===== config.mk =====
export PLATFORM = sky130hd
export DESIGN_NAME = cluster_frame_packer_flat
export DESIGN_NICKNAME = d
export VERILOG_FILES = /design/src/rtl/cluster_frame_packer_if.sv /design/src/rtl/cluster_frame_packer.sv /design/src/flat_wrapper.sv
export SDC_FILE = /design/constraint.sdc
export NUM_CORES = 1
export LEC_CHECK = 0
export CAP_MARGIN = 20
export CORE_ASPECT_RATIO = 1.25
export CORE_MARGIN = 5
export CORE_UTILIZATION = 35
export CTS_CLUSTER_DIAMETER = 150
export CTS_CLUSTER_SIZE = 40
export DETAILED_ROUTE_END_ITERATION = 12
export GPL_TIMING_DRIVEN = 0
export PLACE_DENSITY = 0.59
export SLEW_MARGIN = 15
export SYNTH_ARGS = -nofsm -noshare
export SYNTH_HDL_FRONTEND = slang
export SYNTH_SLANG_ARGS = --single-unit
export TNS_END_PERCENT = 50

===== constraint.sdc =====
create_clock -name clock4x -period 16.6 [get_ports clock4x]
set_input_delay 1.66 -clock clock4x [delete_from_list [all_inputs] [get_ports clock4x]]
set_output_delay 1.66 -clock clock4x [all_outputs]
set_load 0.01 [all_outputs]

===== src/rtl/cluster_frame_packer_if.sv =====
// Bunch-crossing cluster results into the frame packer, serialized frame words out.
interface cluster_frame_packer_if;
  logic        latch_pulse;
  logic [10:0] adr0, adr1, adr2, adr3, adr4, adr5, adr6, adr7;
  logic [2:0]  cnt0, cnt1, cnt2, cnt3, cnt4, cnt5, cnt6, cnt7;
  logic        bc0;
  logic        resync;
  logic [31:0] frame_word;
  logic        frame_valid;
  logic        sof;
  logic [7:0]  err_cnt;

  modport master (
    output latch_pulse,
    output adr0, adr1, adr2, adr3, adr4, adr5, adr6, adr7,
    output cnt0, cnt1, cnt2, cnt3, cnt4, cnt5, cnt6, cnt7,
    output bc0, resync,
    input  frame_word, frame_valid, sof, err_cnt
  );

  modport slave (
    input  latch_pulse,
    input  adr0, adr1, adr2, adr3, adr4, adr5, adr6, adr7,
    input  cnt0, cnt1, cnt2, cnt3, cnt4, cnt5, cnt6, cnt7,
    input  bc0, resync,
    output frame_word, frame_valid, sof, err_cnt
  );
endinterface


===== src/rtl/cluster_frame_packer.sv =====
// Captures eight clusters plus a header on each latch pulse and streams the
// resulting 128-bit frame out as four 32-bit words, word 0 first.
//
//   state  | meaning
//   S_IDLE | no frame in flight, IDLE_WORD on the output
//   S_RUN  | frame word slot_q on the output
module cluster_frame_packer #(
  parameter logic [31:0] IDLE_WORD   = 32'hBC50_BC50,
  parameter logic [10:0] INVALID_ADR = 11'h7FF
) (
  input logic                   clock4x,
  input logic                   global_reset,
  cluster_frame_packer_if.slave bus
);

  localparam logic [10:0] ADR_LIMIT = 11'd1536;

  typedef enum logic {S_IDLE = 1'b0, S_RUN = 1'b1} state_t;

  state_t       state_q, state_d;
  logic [1:0]   slot_q, slot_d;
  logic [127:0] frame_q, frame_d;
  logic [31:0]  frame_word_q, frame_word_d;
  logic         frame_valid_q, frame_valid_d;
  logic         sof_q, sof_d;
  logic [7:0]   err_cnt_q, err_cnt_d;
  logic [7:0]   bxn_q, bxn_d;
  logic         rs_flag_q, rs_flag_d;
  logic         bxn_clr_q, bxn_clr_d;
  logic         armed_q, armed_d;

  logic [10:0]  adr_a [8];
  logic [2:0]   cnt_a [8];
  logic [13:0]  slot_w [8];
  logic [7:0]   slot_ok;
  logic [111:0] clusters;
  logic [3:0]   ncl;
  logic         accept;
  logic         misalign;
  logic [7:0]   bxn_new;
  logic [127:0] frame_new;

  assign adr_a[0] = bus.adr0;
  assign adr_a[1] = bus.adr1;
  assign adr_a[2] = bus.adr2;
  assign adr_a[3] = bus.adr3;
  assign adr_a[4] = bus.adr4;
  assign adr_a[5] = bus.adr5;
  assign adr_a[6] = bus.adr6;
  assign adr_a[7] = bus.adr7;
  assign cnt_a[0] = bus.cnt0;
  assign cnt_a[1] = bus.cnt1;
  assign cnt_a[2] = bus.cnt2;
  assign cnt_a[3] = bus.cnt3;
  assign cnt_a[4] = bus.cnt4;
  assign cnt_a[5] = bus.cnt5;
  assign cnt_a[6] = bus.cnt6;
  assign cnt_a[7] = bus.cnt7;

  for (genvar g = 0; g < 8; g++) begin : g_slot
    assign slot_ok[g] = adr_a[g] < ADR_LIMIT;
    assign slot_w[g]  = slot_ok[g] ? {cnt_a[g], adr_a[g]} : {3'd0, INVALID_ADR};
  end

  assign clusters = {slot_w[0], slot_w[1], slot_w[2], slot_w[3],
                     slot_w[4], slot_w[5], slot_w[6], slot_w[7]};
  assign ncl      = 4'($countones(slot_ok));

  // armed_q blocks a latch pulse on the first edge after reset release.
  assign accept    = bus.latch_pulse & ~bus.resync & armed_q;
  assign misalign  = accept & (state_q == S_RUN) & (slot_q != 2'd3);
  assign bxn_new   = (bus.bc0 | bxn_clr_q) ? 8'd0 : bxn_q + 8'd1;
  assign frame_new = {bus.bc0, rs_flag_q, misalign, 1'b0, ncl, bxn_new, clusters};

  always_ff @(posedge clock4x or posedge global_reset) begin
    if (global_reset) begin
      state_q <= S_IDLE;
      slot_q  <= 2'd0;
    end else begin
      state_q <= state_d;
      slot_q  <= slot_d;
    end
  end

  always_comb begin
    state_d = state_q;
    slot_d  = slot_q;
    if (bus.resync) begin
      state_d = S_IDLE;
      slot_d  = 2'd0;
    end else if (accept) begin
      state_d = S_RUN;
      slot_d  = 2'd0;
    end else if (state_q == S_RUN) begin
      if (slot_q == 2'd3) begin
        state_d = S_IDLE;
        slot_d  = 2'd0;
      end else begin
        slot_d = slot_q + 2'd1;
      end
    end
  end

  always_comb begin
    frame_word_d  = IDLE_WORD;
    frame_valid_d = 1'b0;
    sof_d         = 1'b0;
    if (state_d == S_RUN) begin
      frame_valid_d = 1'b1;
      sof_d         = (slot_d == 2'd0);
      case (slot_d)
        2'd0:    frame_word_d = frame_d[127:96];
        2'd1:    frame_word_d = frame_d[95:64];
        2'd2:    frame_word_d = frame_d[63:32];
        default: frame_word_d = frame_d[31:0];
      endcase
    end
  end

  // Resync parks the counter at zero and flags the first frame that follows it.
  always_comb begin
    frame_d   = frame_q;
    bxn_d     = bxn_q;
    bxn_clr_d = bxn_clr_q;
    rs_flag_d = rs_flag_q;
    err_cnt_d = err_cnt_q;
    armed_d   = 1'b1;
    if (bus.resync) begin
      bxn_d     = 8'd0;
      bxn_clr_d = 1'b1;
      rs_flag_d = 1'b1;
    end else if (accept) begin
      frame_d   = frame_new;
      bxn_d     = bxn_new;
      bxn_clr_d = 1'b0;
      rs_flag_d = 1'b0;
      if (misalign && (err_cnt_q != 8'hFF)) begin
        err_cnt_d = err_cnt_q + 8'd1;
      end
    end
  end

  always_ff @(posedge clock4x or posedge global_reset) begin
    if (global_reset) begin
      frame_q       <= '0;
      frame_word_q  <= IDLE_WORD;
      frame_valid_q <= 1'b0;
      sof_q         <= 1'b0;
      err_cnt_q     <= 8'd0;
      bxn_q         <= 8'd0;
      bxn_clr_q     <= 1'b1;
      rs_flag_q     <= 1'b0;
      armed_q       <= 1'b0;
    end else begin
      frame_q       <= frame_d;
      frame_word_q  <= frame_word_d;
      frame_valid_q <= frame_valid_d;
      sof_q         <= sof_d;
      err_cnt_q     <= err_cnt_d;
      bxn_q         <= bxn_d;
      bxn_clr_q     <= bxn_clr_d;
      rs_flag_q     <= rs_flag_d;
      armed_q       <= armed_d;
    end
  end

  assign bus.frame_word  = frame_word_q;
  assign bus.frame_valid = frame_valid_q;
  assign bus.sof         = sof_q;
  assign bus.err_cnt     = err_cnt_q;

endmodule


===== src/flat_wrapper.sv =====
// flat-port wrapper written by rule: the top's interface ports become plain ports
module cluster_frame_packer_flat 
#(
  parameter logic [31:0] IDLE_WORD   = 32'hBC50_BC50,
  parameter logic [10:0] INVALID_ADR = 11'h7FF
)
  (clock4x, global_reset, bus_latch_pulse, bus_adr0, bus_adr1, bus_adr2, bus_adr3, bus_adr4, bus_adr5, bus_adr6, bus_adr7, bus_cnt0, bus_cnt1, bus_cnt2, bus_cnt3, bus_cnt4, bus_cnt5, bus_cnt6, bus_cnt7, bus_bc0, bus_resync, bus_frame_word, bus_frame_valid, bus_sof, bus_err_cnt);
  cluster_frame_packer_if bus_i ();
  input logic clock4x;
  input logic global_reset;
  input wire logic [$bits(bus_i.latch_pulse)-1:0] bus_latch_pulse;
  input wire logic [$bits(bus_i.adr0)-1:0] bus_adr0;
  input wire logic [$bits(bus_i.adr1)-1:0] bus_adr1;
  input wire logic [$bits(bus_i.adr2)-1:0] bus_adr2;
  input wire logic [$bits(bus_i.adr3)-1:0] bus_adr3;
  input wire logic [$bits(bus_i.adr4)-1:0] bus_adr4;
  input wire logic [$bits(bus_i.adr5)-1:0] bus_adr5;
  input wire logic [$bits(bus_i.adr6)-1:0] bus_adr6;
  input wire logic [$bits(bus_i.adr7)-1:0] bus_adr7;
  input wire logic [$bits(bus_i.cnt0)-1:0] bus_cnt0;
  input wire logic [$bits(bus_i.cnt1)-1:0] bus_cnt1;
  input wire logic [$bits(bus_i.cnt2)-1:0] bus_cnt2;
  input wire logic [$bits(bus_i.cnt3)-1:0] bus_cnt3;
  input wire logic [$bits(bus_i.cnt4)-1:0] bus_cnt4;
  input wire logic [$bits(bus_i.cnt5)-1:0] bus_cnt5;
  input wire logic [$bits(bus_i.cnt6)-1:0] bus_cnt6;
  input wire logic [$bits(bus_i.cnt7)-1:0] bus_cnt7;
  input wire logic [$bits(bus_i.bc0)-1:0] bus_bc0;
  input wire logic [$bits(bus_i.resync)-1:0] bus_resync;
  output wire logic [$bits(bus_i.frame_word)-1:0] bus_frame_word;
  output wire logic [$bits(bus_i.frame_valid)-1:0] bus_frame_valid;
  output wire logic [$bits(bus_i.sof)-1:0] bus_sof;
  output wire logic [$bits(bus_i.err_cnt)-1:0] bus_err_cnt;
  assign bus_i.latch_pulse = bus_latch_pulse;
  assign bus_i.adr0 = bus_adr0;
  assign bus_i.adr1 = bus_adr1;
  assign bus_i.adr2 = bus_adr2;
  assign bus_i.adr3 = bus_adr3;
  assign bus_i.adr4 = bus_adr4;
  assign bus_i.adr5 = bus_adr5;
  assign bus_i.adr6 = bus_adr6;
  assign bus_i.adr7 = bus_adr7;
  assign bus_i.cnt0 = bus_cnt0;
  assign bus_i.cnt1 = bus_cnt1;
  assign bus_i.cnt2 = bus_cnt2;
  assign bus_i.cnt3 = bus_cnt3;
  assign bus_i.cnt4 = bus_cnt4;
  assign bus_i.cnt5 = bus_cnt5;
  assign bus_i.cnt6 = bus_cnt6;
  assign bus_i.cnt7 = bus_cnt7;
  assign bus_i.bc0 = bus_bc0;
  assign bus_i.resync = bus_resync;
  assign bus_frame_word = bus_i.frame_word;
  assign bus_frame_valid = bus_i.frame_valid;
  assign bus_sof = bus_i.sof;
  assign bus_err_cnt = bus_i.err_cnt;
  cluster_frame_packer #(.IDLE_WORD(IDLE_WORD), .INVALID_ADR(INVALID_ADR)) u_core (.clock4x(clock4x), .global_reset(global_reset), .bus(bus_i));
endmodule

==> results of run 1 <==
[sequential cells by signal (all words and copies together) (netlist names)]
name / flops
u_core.frame_q: 128
u_core.armed_q: 1
u_core.rs_flag_q: 1
u_core.bus.sof: 1
u_core.bxn_clr_q: 1
u_core.bus.frame_word: 32
u_core.bxn_q: 8
u_core.bus.err_cnt: 8
u_core.bus.frame_valid: 1
u_core.slot_q: 2
[path summary, 6_finish.rpt]
path	startpoint	end	slack, ns
max in group asynchronous	global_reset	u_core.frame_q[53]	13.95
min in group asynchronous	global_reset	u_core.bus.err_cnt[5]	1.70
max	bus_adr5[10]	u_core.bus.frame_word[26]	11.07
min	u_core.frame_q[114]	u_core.frame_q[114]	0.47
max reg2reg	u_core.slot_q[0]	u_core.bus.frame_word[19]	13.92
min reg2reg	u_core.frame_q[114]	u_core.frame_q[114]	0.47
[routing by layer]
metal,GRT usage,share of wire,wire length (um),vias to the layer above
met3,0.0313,0.062,1910,47
met5,0,0,0,-
met1,0.300,0.42,12800,3687
li1,-,-,-,3457
met2,0.379,0.49,15000,312
met4,0.0711,0.027,819,0
[cells in the final DEF (no fill, tap or decap), drive strengths merged, types with 5 or more instances in the layout]
cell	n
nand3	32
a221o	8
a21o	14
o21ai	96
dfstp	15
a2bb2oi	7
buf	35
nand4	7
mux2	12
o2bb2ai	7
dfrtp	168
o32a	8
a31oi	5
clkbuf	46
xor2	7
ha	8
nor2	26
and2	11
nand2	254
inv	28
a21oi	24
nor3	31
o211ai	12
clkdlybuf4s50	158
[power groups by stage]
stage          Clock (W)  Sequential (W)  Combinational, W
2_1_floorplan          0        0.000545          0.000109
3_3_place_gp           0        0.000550          0.000203
3_5_place_dp           0        0.000551          0.000207
4_1_cts         0.000433        0.000544          0.000208
5_1_grt         0.000452        0.000551          0.000229
6_report        0.000429        0.000544          0.000208
[kinds of logic after synthesis]
group | synth area share
AO/OA/AOI/OAI | 0.165
XOR/XNOR | 0.0103
adder cells (fa/ha/maj) | 0.0212
buffers and inverters | 0.0448
flip-flops | 0.542
multiplexers | 0.0211
other | 0.000442
AND/OR/NAND/NOR | 0.195
[stage by stage]
step                hold slack (ns)  cell area (um2)  total power (W)
floorplan                     0.431             8480         0.000654
global placement              0.444            10500         0.000753
detailed placement            0.451            10500         0.000758
CTS                           0.465            11100          0.00118
global route                  0.484            11100          0.00123
finish                        0.468            11100          0.00118
[layout make-up]
class                   instances  area [um2]
fillers                      2365       12700
flip-flops and latches        183        4600
multi-input cells             634        3500
repair buffers                159        1610
clock buffers                  23         458
well taps                     325         407
plain buffers                  57         279
clock inverters                 9         154
inverters                      27         109
[tightest hold or removal path, delay by kind of cell, from the launching register on]
| kind | cells | cell delay (ns) |
|---|---|---|
| flops | 1 | 0.32 |
| simple gates | 2 | 0.11 |
==> flow_summary.toml, run 1 <==
[outcome]
status = "completed"

[setup_path]
critical_path.max_fanout = 9
crit_buf_inv = 5
cpMaxStageDelayCell = "clkdlybuf4s50_1"
end_kind = "flip-flop"
required_ns = 16.95
path_depth = 14
worstPathCellList = "clkdlybuf4s50_1, and2_1, clkbuf_1, inv_1, ha_1, inv_1, fa_1, fa_1, inv_1, ha_1, fa_1, mux2_2, a21o_1, o32a_1"
cp_slowest_stage_delay_ns = 0.57
crit_arrival_ns = 5.88
reg2regPathDepth = 7
crit_family = "adder cells"
path_class = "in -> reg"
cp-start-kind = "primary input"

[sta]
hold_violations = 0
max_freq_ghz = 0.181
slew_headroom = 0.360
skew_ns = 0.00902
finalSetupViolCount = 0
setup_ws_ns = 11.07
slew_viol_final = 0
fin_crit_sh = 0.333
worst_slew_pin_slew_ns = 0.947
period_minus_slack_ns = 5.53
grt_setup_unrepaired = "no"
fin_tns_setup_ns = 0

[die]
core-area_um2 = 23800
die_y_um = 184
die_area_um2 = 27500
num_io_pins = 159
rows = 63
start_util = 0.356
die_w_um = 149

[layout]
nets = 1208
area_growth_pct = 31.1
drive_above_1_share = 0.0879
layoutNonFillerInstCount = 1417
diodes = 0
fin_util = 0.467

[worst_hold_path]
hold_path_depth = 2
hold_path_class = "reg -> reg"

[global_routing]
grt_usage = 0.225
grt_start_max_net_pins = 103
grt_pass1_vias = 7505
antenna_found_initial = 0
grt_pass1_wl_mm = 45.9
overflow = 0

[clock_network]
htree_levels = 4
cts-resized-gates = 0
clock_path_buffers = 2
cts-root-buf = "clkbuf_16"
cts_tree = "built"
postCtsSetupRepairBufs = 0
path_clk_slew_ns = 0.07
clock_latency_ns = 0.44
numCtsBuffers = 17
cts.sink_count = 183
hold_buffers = 0

[logic_synthesis]
yosys.area.top_type = "dfrtp_1"
yosysTopAreaCellShare = 0.496
synth_area_leaders = "dfrtp_1 50%, nand2_1 11%, o21ai_0 5.6%"
syn_inst = 901
syn-cell-area_um2 = 8480
async_flop_share = 1.00
synth_common_cells = "254 x nand2_1, 168 x dfrtp_1, 95 x o21ai_0"
ys.warnings.count = 0
ys_types = 67
syn_area_per_cell_um2 = 9.41
synth-edff-count = 0
syn_nets = 1030
ys_ff_latch = 183
yosysSeqAreaShare = 0.542
ys.flop_type = "dfrtp_1"
synth_most_common_cell = "nand2_1"

[power_and_ir_drop]
power.density_nw_per_um2 = 106
p_leak_nw = 5.08
clockPowerShare = 0.363
p_switching_w = 0.000320
power_frac_seq = 0.461
vdd_drop_max_mv = 0.0728
power_frac_comb = 0.176
p_sw_frac = 0.271
internal-power_w = 0.000861

[routing]
vias = 7503
vias_per_cell = 5.29
wl_mm = 30.6
first_iter_violations = 640
ant_nets = 0
dr.pass1.iters = 7
drc = 0
wl_per_cell_um = 21.6

[flow_run]
drv_cap = 0

[placement]
dpl.cell_count = 1385
port_buffers = 158
pre_cts_slack_ns = 10.79
place_congestion = 0.916
dp_hpwl_mm = 22.7
Note: power is estimated with default switching activity, not from simulation.
==> run 2, diff against run 1 <==
PLACE_DENSITY = 0.62   (was 0.59)
clock period = 4.65 ns   (was 16.6 ns; I/O delays follow)
==> run 2 against run 1 <==
Worst hold slack got worse by 0.068 ns. Sequential share of layout area fell by 0.34 points. Largest cell class unchanged. Clock power rose to 3.5 times the previous value.
==> flow_summary.toml, run 2 (synthesis results as in run 1) <==
[sta]
fin_tns_setup_ns = 0
grt_setup_unrepaired = "no"
max_freq_ghz = 0.237
slew_headroom = 0.352
worst_slew_pin_slew_ns = 0.958
skew_ns = 0.0115
finalSetupViolCount = 0
slew_viol_final = 0
hold_violations = 0
period_minus_slack_ns = 4.22
fin_crit_sh = 0.908

[die]
num_io_pins = 159
rows = 63
die_y_um = 184
die_w_um = 149
core-area_um2 = 23800
start_util = 0.356
die_area_um2 = 27500

[outcome]
status = "completed"

[layout]
area_growth_pct = 32.2
drive_above_1_share = 0.0966
largest_register = "u_core.frame_q"
diodes = 0
layout_common_cells = "254 x nand2_1, 168 x dfrtp_1, 158 x clkdlybuf4s50_1"
nets = 1213
final_common_cell = "nand2_1"
largest_register_ffs = 128

[placement]
place_congestion = 0.908
dp_hpwl_mm = 22.9
port_buffers = 158

[clock_network]
clock_path_buffers = 2
cts-resized-gates = 0
numCtsBuffers = 17
htree_levels = 4
clock_latency_ns = 0.45
path_clk_slew_ns = 0.07
cts.sink_count = 183
postCtsSetupRepairBufs = 0
cts_tree = "built"
cts-root-buf = "clkbuf_16"
hold_buffers = 0

[routing]
first_iter_violations = 587
wl_met3_mm = 2.28
met2_length_mm = 14.5
vias_per_cell = 5.29
dr.pass1.iters = 5
met1_length_mm = 12.8
routed.top_layer = "met4"
vias = 7518
drc = 0
wl_mm = 30.5
ant_nets = 0
wl_per_cell_um = 21.4

[flow_run]
drv_cap = 0

[global_routing]
grt_start_max_net_pins = 35
grt_pass1_vias = 7395
grt_pass1_wl_mm = 45.4
overflow = 0
antenna_found_initial = 0
grt_usage = 0.223

[setup_path]
path_class = "in -> reg"
crit_arrival_ns = 4.58
critical_path.max_fanout = 9
required_ns = 5.01
end_kind = "flip-flop"
cp-start-kind = "primary input"

[power_and_ir_drop]
power.density_nw_per_um2 = 373
finalPower_w = 0.00418
vdd_drop_max_mv = 0.273
p_leak_nw = 5.13

[worst_hold_path]
hold_path_class = "in -> async"
run 2: changes by cell type in the layout (fill, tap and decap cells not counted), sizes merged:
cell | previous run | this run
buf | 35 | 40
bufinv | 4 | 2
clkbuf | 46 | 42
clkinv | 2 | 9
clkinvlp | 2 | 1
run 2: routing by layer:
metal,up-vias,track usage
li1,3468,-
met1,3641,0.300
met2,358,0.359
met3,51,0.0382
met4,0,0.0857
met5,-,0
run 2: stage by stage:
stage                     instances  cell area, um2  utilization  worst slack, ns  hold WS (ns)
after floorplan                 901            8490            -             1.25         0.431
after global placement         1384           10500        0.440          0.00725         0.445
after detailed placement       1390           10600        0.446         -0.00618         0.450
after CTS                      1422           11200        0.471            0.471         0.415
after global routing           1422           11200        0.471            0.278         0.440
final                          1422           11200        0.471            0.428         0.399
run 2: cell type report:
class	instances	area (um2)
inverter	27	105
fill	2281	12600
buffer	57	279
sequential	183	4600
multi-input combinational	634	3500
clock inverter	13	148
tap	325	407
timing repair buffer	164	1720
clock buffer	19	453
run 2: report_power, final:
group / total, W / internal [W] / leakage [nW] / switching, W
sequential: 0.00194 / 0.00182 / 2.27 / 0.000121
clock: 0.00149 / 0.000828 / 0.299 / 0.000660
combinational: 0.000754 / 0.000347 / 2.56 / 0.000407
run 2: critical path, cell delays in order:
cell and delay, ns:
clkdlybuf4s50_1 0.56, and2_1 0.15, clkbuf_1 0.51, inv_1 0.26, ha_1 0.35, inv_1 0.05, fa_1 0.43, fa_1 0.51
inv_1 0.04, ha_1 0.20, fa_1 0.44, mux2_2 0.29, a21o_1 0.16, o32a_1 0.18
run 2: final timing paths:
check | start | to | slack [ns] | depth (start not counted)
worst max register to register | u_core.slot_q[0] | u_core.bus.frame_word[19] | 2.02 | 7
worst max-delay path | bus_adr5[10] | u_core.bus.frame_word[26] | 0.43 | 14
min in group clock4x | u_core.frame_q[30] | u_core.frame_q[30] | 0.46 | 2
worst min-delay path | global_reset | u_core.bus.err_cnt[7] | 0.40 | 2
worst min register to register | u_core.frame_q[30] | u_core.frame_q[30] | 0.46 | 2
max in group asynchronous | global_reset | u_core.bus.frame_word[22] | 3.22 | 5
==> run 3, diff against run 2 <==
CAP_MARGIN = 40   (was 20)
==> run 3 against run 2 <==
Setup slack lost 0.028 ns. Clock skew shrank 0.00096 ns. Worst hold slack gained 0.0018 ns. Clock-buffer cell count grew 1. Utilization is essentially flat. First-iteration DRC count grew 7.3%. Die area is the same. Largest power group unchanged.
==> flow_summary.toml, run 3 (synthesis results as in run 1) <==
[routing]
drc = 0
wl_per_cell_um = 21.3
first_iter_violations = 630
vias_per_cell = 5.23
ant_nets = 0
dr.pass1.iters = 5
wl_mm = 30.3
vias = 7448

[layout]
largest_register = "u_core.frame_q"
drive_above_1_share = 0.0974
area_growth_pct = 32.0
layout_common_cells = "254 x nand2_1, 168 x dfrtp_1, 158 x clkdlybuf4s50_1"
final_common_cell = "nand2_1"
layoutNonFillerInstCount = 1423
largest_register_ffs = 128
diodes = 0
nets = 1214

[clock_network]
htree_levels = 4
postCtsSetupRepairBufs = 0
cts.sink_count = 183
clock_latency_ns = 0.44
cts_tree = "built"
cts-root-buf = "clkbuf_16"
clock_path_buffers = 2
numCtsBuffers = 17
cts-resized-gates = 0
hold_buffers = 0
path_clk_slew_ns = 0.07

[global_routing]
grt_pass1_wl_mm = 45.3
grt_start_max_net_pins = 35
overflow = 0
grt_usage = 0.222
antenna_found_initial = 0
grt_pass1_vias = 7418

[worst_hold_path]
hold_path_class = "in -> async"

[power_and_ir_drop]
finalPower_w = 0.00415
power.density_nw_per_um2 = 370
vdd_drop_max_mv = 0.275
p_leak_nw = 5.13

[setup_path]
required_ns = 5.02
path_class = "in -> reg"
crit_arrival_ns = 4.62
cp-start-kind = "primary input"
crit_start = "bus_adr5[10]"
rr_startpoint = "u_core.slot_q[0]"
end_kind = "flip-flop"
reg2reg_slack_ns = 2.01
critical_path.max_fanout = 9

[sta]
grt_setup_unrepaired = "no"
setup_ws_ns = 0.400
fin_tns_setup_ns = 0
slew_headroom = 0.490
skew_ns = 0.0105
finalSetupViolCount = 0
fin_crit_sh = 0.914
max_freq_ghz = 0.235
worst_slew_pin_slew_ns = 0.765
period_minus_slack_ns = 4.25
hold_violations = 0
slew_viol_final = 0

[outcome]
status = "completed"

[die]
die_y_um = 184
core-area_um2 = 23800
die_area_um2 = 27500
start_util = 0.356
num_io_pins = 159
rows = 63
die_w_um = 149

[placement]
dpl.cell_count = 1391
pre_cts_slack_ns = 0.00803
dp_hpwl_mm = 22.9
port_buffers = 158
place_congestion = 0.908

[flow_run]
drv_cap = 0
## run 3: cell types whose count changed in the layout (fill, tap and decap cells not counted)
cell | previous run | this run
clkbuf_8 | 2 | 3
bufinv_16 | 2 | 1
clkinv_4 | 6 | 4
buf_2 | 19 | 20
inv_6 | 1 | 3
## run 3: worst paths after layout
kind,end,depth (start not counted)
min in group clock4x,u_core.frame_q[30],2
max in group asynchronous,u_core.bus.frame_word[22],5
worst max register to register,u_core.bus.frame_word[19],7
worst max-delay path,u_core.bus.frame_word[26],14
worst min-delay path,u_core.bus.err_cnt[7],2
worst min register to register,u_core.frame_q[30],2
## run 3: through the flow
stage                     utilization  hold slack [ns]  instance area (um2)
after floorplan                     -            0.431                 8490
after global placement          0.440            0.445                10500
after detailed placement        0.446            0.450                10600
after CTS                       0.470            0.409                11200
after global routing            0.470            0.440                11200
final                           0.470            0.401                11200
## run 3: worst max-delay path, cell delays in order
cell and delay [ns]:
clkdlybuf4s50_1 0.57, and2_1 0.15, clkbuf_1 0.53, inv_1 0.25, ha_1 0.35, inv_1 0.05
fa_1 0.41, fa_1 0.51, inv_1 0.04, ha_1 0.20, fa_1 0.44, mux2_2 0.29
a21o_1 0.16, o32a_1 0.18
## run 3: cell type report
class                      instances  area [um2]
tap                              325         407
clock inverter                    12         118
clock buffer                      20         467
inverter                          27         105
buffer                            57         279
timing repair buffer             165        1720
fill                            2329       12600
sequential                       183        4600
multi-input combinational        634        3500
## run 3: where the power goes
| part | internal, W | total [W] | switching (W) |
|---|---|---|---|
| logic | 0.000347 | 0.000753 | 0.000405 |
| clock network | 0.000790 | 0.00145 | 0.000664 |
| registers | 0.00182 | 0.00194 | 0.000118 |
| total | 0.00296 | 0.00415 | 0.00119 |
## run 3: routing by layer
layer / vias up / routed length, um / share of wire / global-route usage
met5: - / 0 / 0 / 0
met4: 0 / 1120 / 0.037 / 0.0949
met3: 56 / 2290 / 0.075 / 0.0392
met1: 3584 / 12600 / 0.42 / 0.299
li1: 3465 / - / - / -
met2: 343 / 14300 / 0.47 / 0.355
